File: src/rtl/oven_heat_controller.sv
// Oven heat controller: setpoint/bake capture and preheat/bake/done sequencing.
// Ports: clock, reset, start, cancel, sec_tick, setpoint, bake_time, oven_temp
//        -> heat, target_temp, remaining, state, preheated, done (all registered).
module oven_heat_controller #(
  parameter logic [9:0] MAX_TEMP = 10'd500,
  parameter logic [9:0] HYST     = 10'd4
) (
  input  logic       clock,
  input  logic       reset,
  input  logic       start,
  input  logic       cancel,
  input  logic       sec_tick,
  input  logic [9:0] setpoint,
  input  logic [7:0] bake_time,
  input  logic [9:0] oven_temp,
  output logic       heat,
  output logic [9:0] target_temp,
  output logic [7:0] remaining,
  output logic [1:0] state,
  output logic       preheated,
  output logic       done
);

  typedef enum logic [1:0] {
    IDLE    = 2'd0,
    PREHEAT = 2'd1,
    BAKE    = 2'd2,
    DONE    = 2'd3
  } state_t;

  state_t     cur, nxt;
  logic       heat_n;
  logic [9:0] target_n;
  logic [7:0] rem_n;
  logic [9:0] clamped;
  logic [9:0] low;

  assign clamped = (setpoint > MAX_TEMP) ? MAX_TEMP : setpoint;

  // Lower edge of the hysteresis band, pinned at zero for tiny setpoints.
  assign low = (target_temp > HYST) ? (target_temp - HYST) : 10'd0;

  always_comb begin
    nxt      = cur;
    heat_n   = heat;
    target_n = target_temp;
    rem_n    = remaining;
    if (cancel) begin
      nxt    = IDLE;
      heat_n = 1'b0;
      rem_n  = 8'd0;
    end else begin
      unique case (cur)
        IDLE, DONE: begin
          heat_n = 1'b0;
          if (start) begin
            nxt      = PREHEAT;
            target_n = clamped;
            rem_n    = bake_time;
          end
        end
        PREHEAT: begin
          if (oven_temp >= target_temp) begin
            nxt    = BAKE;
            heat_n = 1'b0;
          end else begin
            heat_n = 1'b1;
          end
        end
        BAKE: begin
          if (remaining == 8'd0) begin
            nxt    = DONE;
            heat_n = 1'b0;
          end else begin
            if (oven_temp < low)
              heat_n = 1'b1;
            else if (oven_temp >= target_temp)
              heat_n = 1'b0;
            if (sec_tick) begin
              if (remaining == 8'd1) begin
                nxt    = DONE;
                heat_n = 1'b0;
                rem_n  = 8'd0;
              end else begin
                rem_n = remaining - 8'd1;
              end
            end
          end
        end
      endcase
    end
  end

  always_ff @(posedge clock) begin
    if (reset) begin
      cur         <= IDLE;
      heat        <= 1'b0;
      target_temp <= 10'd0;
      remaining   <= 8'd0;
      preheated   <= 1'b0;
      done        <= 1'b0;
    end else begin
      cur         <= nxt;
      heat        <= heat_n;
      target_temp <= target_n;
      remaining   <= rem_n;
      preheated   <= (nxt == BAKE);
      done        <= (nxt == DONE);
    end
  end

  assign state = cur;

endmodule

File: config.mk
export PLATFORM = sky130hd
export DESIGN_NAME = oven_heat_controller
export DESIGN_NICKNAME = d
export VERILOG_FILES = /design/src/rtl/oven_heat_controller.sv
export SDC_FILE = /design/constraint.sdc
export NUM_CORES = 1
export LEC_CHECK = 0
export CORE_UTILIZATION = 25
export DETAILED_ROUTE_END_ITERATION = 16
export GPL_TIMING_DRIVEN = 0
export PLACE_DENSITY = 0.47
export SLEW_MARGIN = 20
export SYNTH_ARGS = -nofsm -noshare
export SYNTH_HDL_FRONTEND = slang
export SYNTH_SLANG_ARGS = --single-unit
File: constraint.sdc
create_clock -name clock -period 2.6 [get_ports clock]
set_input_delay 0.52 -clock clock [delete_from_list [all_inputs] [get_ports clock]]
set_output_delay 0.52 -clock clock [all_outputs]
set_load 0.005 [all_outputs]
Word-level counts from Yosys, hierarchy flattened
Index checks and enable logic that the tools add are counted.
{"block": "totals", "wordCells": 50, "latch_bits": 0, "n_memories": 0, "mem_bits_rw": 0, "input_bits": 33, "romBits": 0, "register_bits": 23, "output_inout_bits": 23}
{"block": "op_classes", "reduce_logical": 7, "muxes": 21, "n_shift": 0, "add_sub_neg": 2, "eq_ne": 9, "n_mul": 0, "div_mod_pow": 0, "n_lt_le_gt_ge": 4, "n_bitwise": 1}
{"operator": "$mux 8", "count": 4}
{"operator": "$mux 10", "count": 2}
{"operator": "$pmux 8 s2", "count": 1}
{"operator": "$mux 2", "count": 6}
{"operator": "$ge 10x10->1", "count": 1}
{"operator": "$gt 10x3->1 const B", "count": 1}
{"operator": "$gt 10x9->1 const B", "count": 1}
{"operator": "$lt 10x10->1", "count": 1}
{"operator": "$sub 10x3->10 const B", "count": 1}
{"operator": "$eq 2x2->1 const B", "count": 4}
{"operator": "$eq 8x1->1 const B", "count": 1}
{"operator": "$logic_not 8->1", "count": 1}
{"operator": "$sub 8x1->8 const B", "count": 1}
{"operator": "$mux 1", "count": 6}
{"operator": "$ne 2x2->1 const B", "count": 3}
{"operator": "$pmux 2 s3", "count": 1}
{"operator": "$reduce_and 4->1", "count": 1}
{"operator": "$reduce_or 2->1", "count": 2}
{"operator": "$pmux 1 s3", "count": 1}
{"operator": "$reduce_and 3->1", "count": 1}
{"operator": "$eq 2x1->1 const B", "count": 1}
{"operator": "$logic_not 2->1", "count": 1}
{"operator": "$reduce_bool 2->1", "count": 1}
{"operator": "$not 1->1", "count": 1}

Longest topological paths before layout
Gate-level depths: netlist of run 1.
{"block": "logic_depth", "depth_word": 8, "ltp_mapped": 12, "mapped_depth_nobuf": 11}

Worst setup path after synthesis of run 1
OpenSTA, ideal clock, no wires.
{"block": "synth_path", "path_type": "register -> register", "startpoint": "register target_temp[2]", "endpoint": "register heat", "setup_ns": 0.130, "t_arrival_ns": 2.549, "n_path_buf": 1, "required_time_ns": 2.470, "setup_slack_ns": -0.079, "stages_incl_launch_ff": 13, "period_less_slack_ns": 2.679, "path_cell_list": "dfxtp_1 -> inv_1 -> ha_1 -> a21oi_1 -> or3_1 -> clkbuf_1 -> nand2_1 -> ha_1 -> nand4_1 -> nor3_1 -> or4b_2 -> nand4_1 -> a211oi_1"}
{"block": "synth_via", "elab_chain_len": 8, "elab_cells_between_ends": 12, "cone_classes": "add/sub: 1; order compare: 3; mux: 8"}
{"item": "from (decl)", "line_no": "17", "rtl": "output logic [9:0] target_temp,"}
{"item": "from (signal assigned)", "line_no": "105", "rtl": "target_temp <= target_n;"}
{"item": "$sub 10x3->10 or $gt 10x3->1 (tied branches)", "line_no": "41", "rtl": "assign low = (target_temp > HYST) ? (target_temp - HYST) : 10'd0;"}
{"item": "$mux 10", "line_no": "41"}
{"item": "$lt 10x10->1", "line_no": "75", "rtl": "if (oven_temp < low)"}
{"item": "$mux 1", "line_no": "75"}
{"item": "$mux 1", "line_no": "80", "rtl": "if (remaining == 8'd1) begin"}
{"item": "$mux 1", "line_no": "79", "rtl": "if (sec_tick) begin"}
{"item": "$mux 1", "line_no": "71", "rtl": "if (remaining == 8'd0) begin"}
{"item": "$pmux 1 s3 *", "line_no": "53", "rtl": "unique case (cur)"}
{"item": "to (signal assigned)", "line_no": "104", "rtl": "heat <= heat_n;"}
{"item": "to (decl)", "line_no": "16", "rtl": "output logic heat,"}
Every way passes the cells marked *; elsewhere a longest branch is shown, timed or not.
A chain may end at the register's enable or synchronous reset.

Worst setup path after layout of run 1
{"block": "layout_path", "startpoint": "register target_temp[4]", "endpoint": "register heat"}
The elaborated chain is that of the path after synthesis.

==> results.yml, run 1 <==
yosys:
  synth_top_area_share: 0.254
  synth_edf_count: 0
  ys_ff_latch: 23
  yosysSeqAreaShare: 0.254
  synth_flop_cell: "dfxtp_1"
  synth_largest_area_cell: "dfxtp_1"
  yosys.cell_types.count: 47
  netlist_area_sq_um: 1810
  synthTopCellsByCount: "ha_1 (26), inv_1 (26), dfxtp_1 (23), nor2_1 (19), a21oi_1 (16)"
  syn_nets: 288
  synth_cells: 229
  synth_area_per_cell_sq_um: 7.92
  async_reset_ff_frac: 0
  synth_area_leaders: "dfxtp_1 (25%), ha_1 (18%), inv_1 (5.4%), a21oi_1 (4.4%), nor2_1 (3.9%)"
  yosysWarnings: 0
setup_path:
  r2r_start: "target_temp[4]"
  required_ns: 2.75
  rrSetupSlack_ns: -0.07
  r2r_end: "heat"
  cp-start-kind: "flop"
  path_max_fanout: 3
  crit_path_end_kind: "flop"
  reg2regPathDepth: 15
  critPathKind: "reg -> reg"
  cp.arrival_ns: 2.82
hold_path:
  hp-start: "remaining[6]"
  min_to: "remaining[6]"
  worst_hold_path_type: "reg -> reg"
  hold_depth: 2
sta:
  finalHoldViolCount: 0
  grt_setup_unrepaired: "yes"
  drv_slew: 0
  slew_headroom: 0.581
  fin_skew_ns: 0.00642
  worstMarginPinSlew_ns: 0.621
  finalCritPeriodShare: 1.03
  finalCriticalPeriod_ns: 2.67
  finalWorstSetupSlack_ns: -0.0694
  finalSetupViolCount: 1
  fmax_ghz: 0.375
route:
  drt_wl_total_mm: 5.55
  num_vias: 1951
  first_iter_violations: 82
  antenna_left: 0
  drc_errors: 0
  avgRoutedWirePerCell_um: 13.8
  via_per_inst: 4.87
  drt_pass1_iterations: 4
status:
  status: "finished, violations left"
  violations: "setup timing"
layout:
  final_nets: 365
  n_antenna_cell: 0
  drive_above_1_share: 0.167
  syn2layout_area_growth_pct: 51.3
  post-route-util: 0.397
die:
  core_area_sq_um: 6910
  start_util: 0.263
  die_area_sq_um: 7600
  die_width_um: 87.2
  num_rows: 30
  num_io_pins: 56
  die_h_um: 87.2
clock_tree:
  cts_buffers: 3
  cts.path.max_buffers: 2
  clk_latency_ns: 0.27
  cts_root_buffer: "clkbuf_8"
  cts_max_level: 1
  clkTransAtPathRegs_ns: 0.09
  cts_tree: "yes"
  cts_sinks: 23
  hold_buffers: 0
power:
  vdd_ir_drop_max_mv: 0.252
  power.density_nw_per_um2: 404
  p_leak_nw: 1.08
placed_design:
  dp_slack_ns: -0.341
  hpwl_mm: 4.16
  gp_congestion: 0.747
  port_buffers: 55
flow_run:
  cap_violations: 0
global_route:
  track_usage: 0.151
  grt_pass1_wl_mm: 9.03
  grt-ovfl-total: 0
  grt_max_degree: 14
  antenna_found_initial: 0
  first_global_vias: 1874
[per-stage QoR]
| stage | total power, mW | instance area [sq um] | hold slack [ns] | instances | TNS (ns) |
|---|---|---|---|---|---|
| 6_report | 1.11 | 2740 | 0.518 | 401 | -0.0694 |
| 5_1_grt | 1.19 | 2740 | 0.560 | 401 | -0.157 |
| 4_1_cts | 1.10 | 2700 | 0.519 | 399 | 0 |
| 3_5_place_dp | 0.797 | 2490 | 0.506 | 380 | -0.409 |
| 3_3_place_gp | 0.799 | 2490 | 0.501 | 380 | -0.473 |
| 2_1_floorplan | 0.640 | 1820 | 0.481 | 229 | 0 |
[critical path: stages, from the launching register on]
cell and delay, ns:
dfxtp_4 0.37, nor2_4 0.10, nand4_1 0.15, buf_4 0.18, buf_4 0.12, buf_4 0.12
buf_4 0.12, buf_4 0.12, buf_4 0.12, buf_4 0.12, buf_4 0.12, buf_4 0.13
buf_4 0.12, or4b_4 0.47, nand4_1 0.11, a211oi_2 0.07
[final cells by class]
| class | instances | area, sq um |
|---|---|---|
| fill | 723 | 4160 |
| multi-input combinational | 174 | 1290 |
| timing repair buffer | 72 | 678 |
| sequential | 23 | 472 |
| tap | 96 | 120 |
| inverter | 26 | 97.6 |
| clock buffer | 3 | 41.3 |
| buffer | 6 | 35.0 |
| clock inverter | 1 | 5.00 |
[placed cells by master, fill, tap and decap left out, types with 3 or more instances in the layout]
master	n
o32ai_1	3
nor3_2	3
o21ai_0	13
inv_1	21
a22oi_1	3
ha_1	24
buf_4	17
xnor2_1	3
a211oi_1	7
dfxtp_4	3
nor3b_1	3
clkbuf_8	4
nand2b_1	6
inv_2	5
dfxtp_1	20
nor2b_1	3
clkdlybuf4s50_1	55
nand2_1	14
nor3_1	9
a21oi_1	15
nand4_1	7
nor2_1	18
[layer usage]
metal / up-vias / track usage / share of wire
li1: 999 / - / -
met1: 905 / 0.192 / 0.46
met2: 41 / 0.272 / 0.50
met3: 6 / 0.0180 / 0.032
met4: 0 / 0.0313 / 0.011
met5: - / 0 / 0
[how the worst max path moves through the flow]
stage	slack, ns	end	start	depth (start not counted)
final	-0.07	heat	target_temp[4]	15
after global routing	-0.16	heat	target_temp[4]	15
after CTS	0.0004	heat	target_temp[4]	11
after detailed placement	-0.34	heat	target_temp[3]	12
after global placement	-0.40	heat	target_temp[2]	12
after floorplan	0.03	heat	target_temp[3]	12
[timing repair]
action | 4_1_cts | 5_1_grt
resized for setup | 18 | 6
endpoints found under the setup margin | 1 | 4
setup buffers | 15 | 2
gates cloned | 0 | 0
pin swaps | 6 | 6
[report_power, final]
| part | internal [mW] | total [mW] | switching [mW] | leakage [nW] |
|---|---|---|---|---|
| sequential | 0.369 | 0.394 | 0.0243 | 0.190 |
| clock | 0.107 | 0.235 | 0.128 | 0.0255 |
| combinational | 0.255 | 0.478 | 0.223 | 0.861 |
[state kept, by name, summed over array words and instances (netlist names)]
name	flops
done	1
heat	1
preheated	1
remaining	8
state	2
target_temp	10
[kinds of logic after synthesis]
logic type | count (synthesis) | synth area share
DFF | 23 | 0.254
AOI/OAI and AO/OA | 63 | 0.235
xor gates and xnor gates | 4 | 0.0193
and+or+nand+nor | 79 | 0.233
adders and majority gates | 26 | 0.179
muxes | 2 | 0.0117
buffers and inverters | 32 | 0.0676
Power figures use the tool's default switching activity.
==> inputs of run 2 (changes only) <==
--- a/config.mk
+++ b/config.mk
@@ -5,6 +5,7 @@
 export SDC_FILE = /design/constraint.sdc
 export NUM_CORES = 1
 export LEC_CHECK = 0
+export CAP_MARGIN = 20
 export CORE_UTILIZATION = 25
 export DETAILED_ROUTE_END_ITERATION = 16
 export GPL_TIMING_DRIVEN = 0
==> results of run 2 <==
No change in the layout: final DEF, timing and power equal those of run 1.
==> inputs of run 3 (changes only) <==
==> constraint.sdc (replaced) <==
create_clock -name clock -period 2.6 [get_ports clock]
set_input_delay 0.39 -clock clock [delete_from_list [all_inputs] [get_ports clock]]
set_output_delay 0.39 -clock clock [all_outputs]
set_load 0.005 [all_outputs]
==> results of run 3 <==
No change in the layout: final DEF, timing and power equal those of run 1.
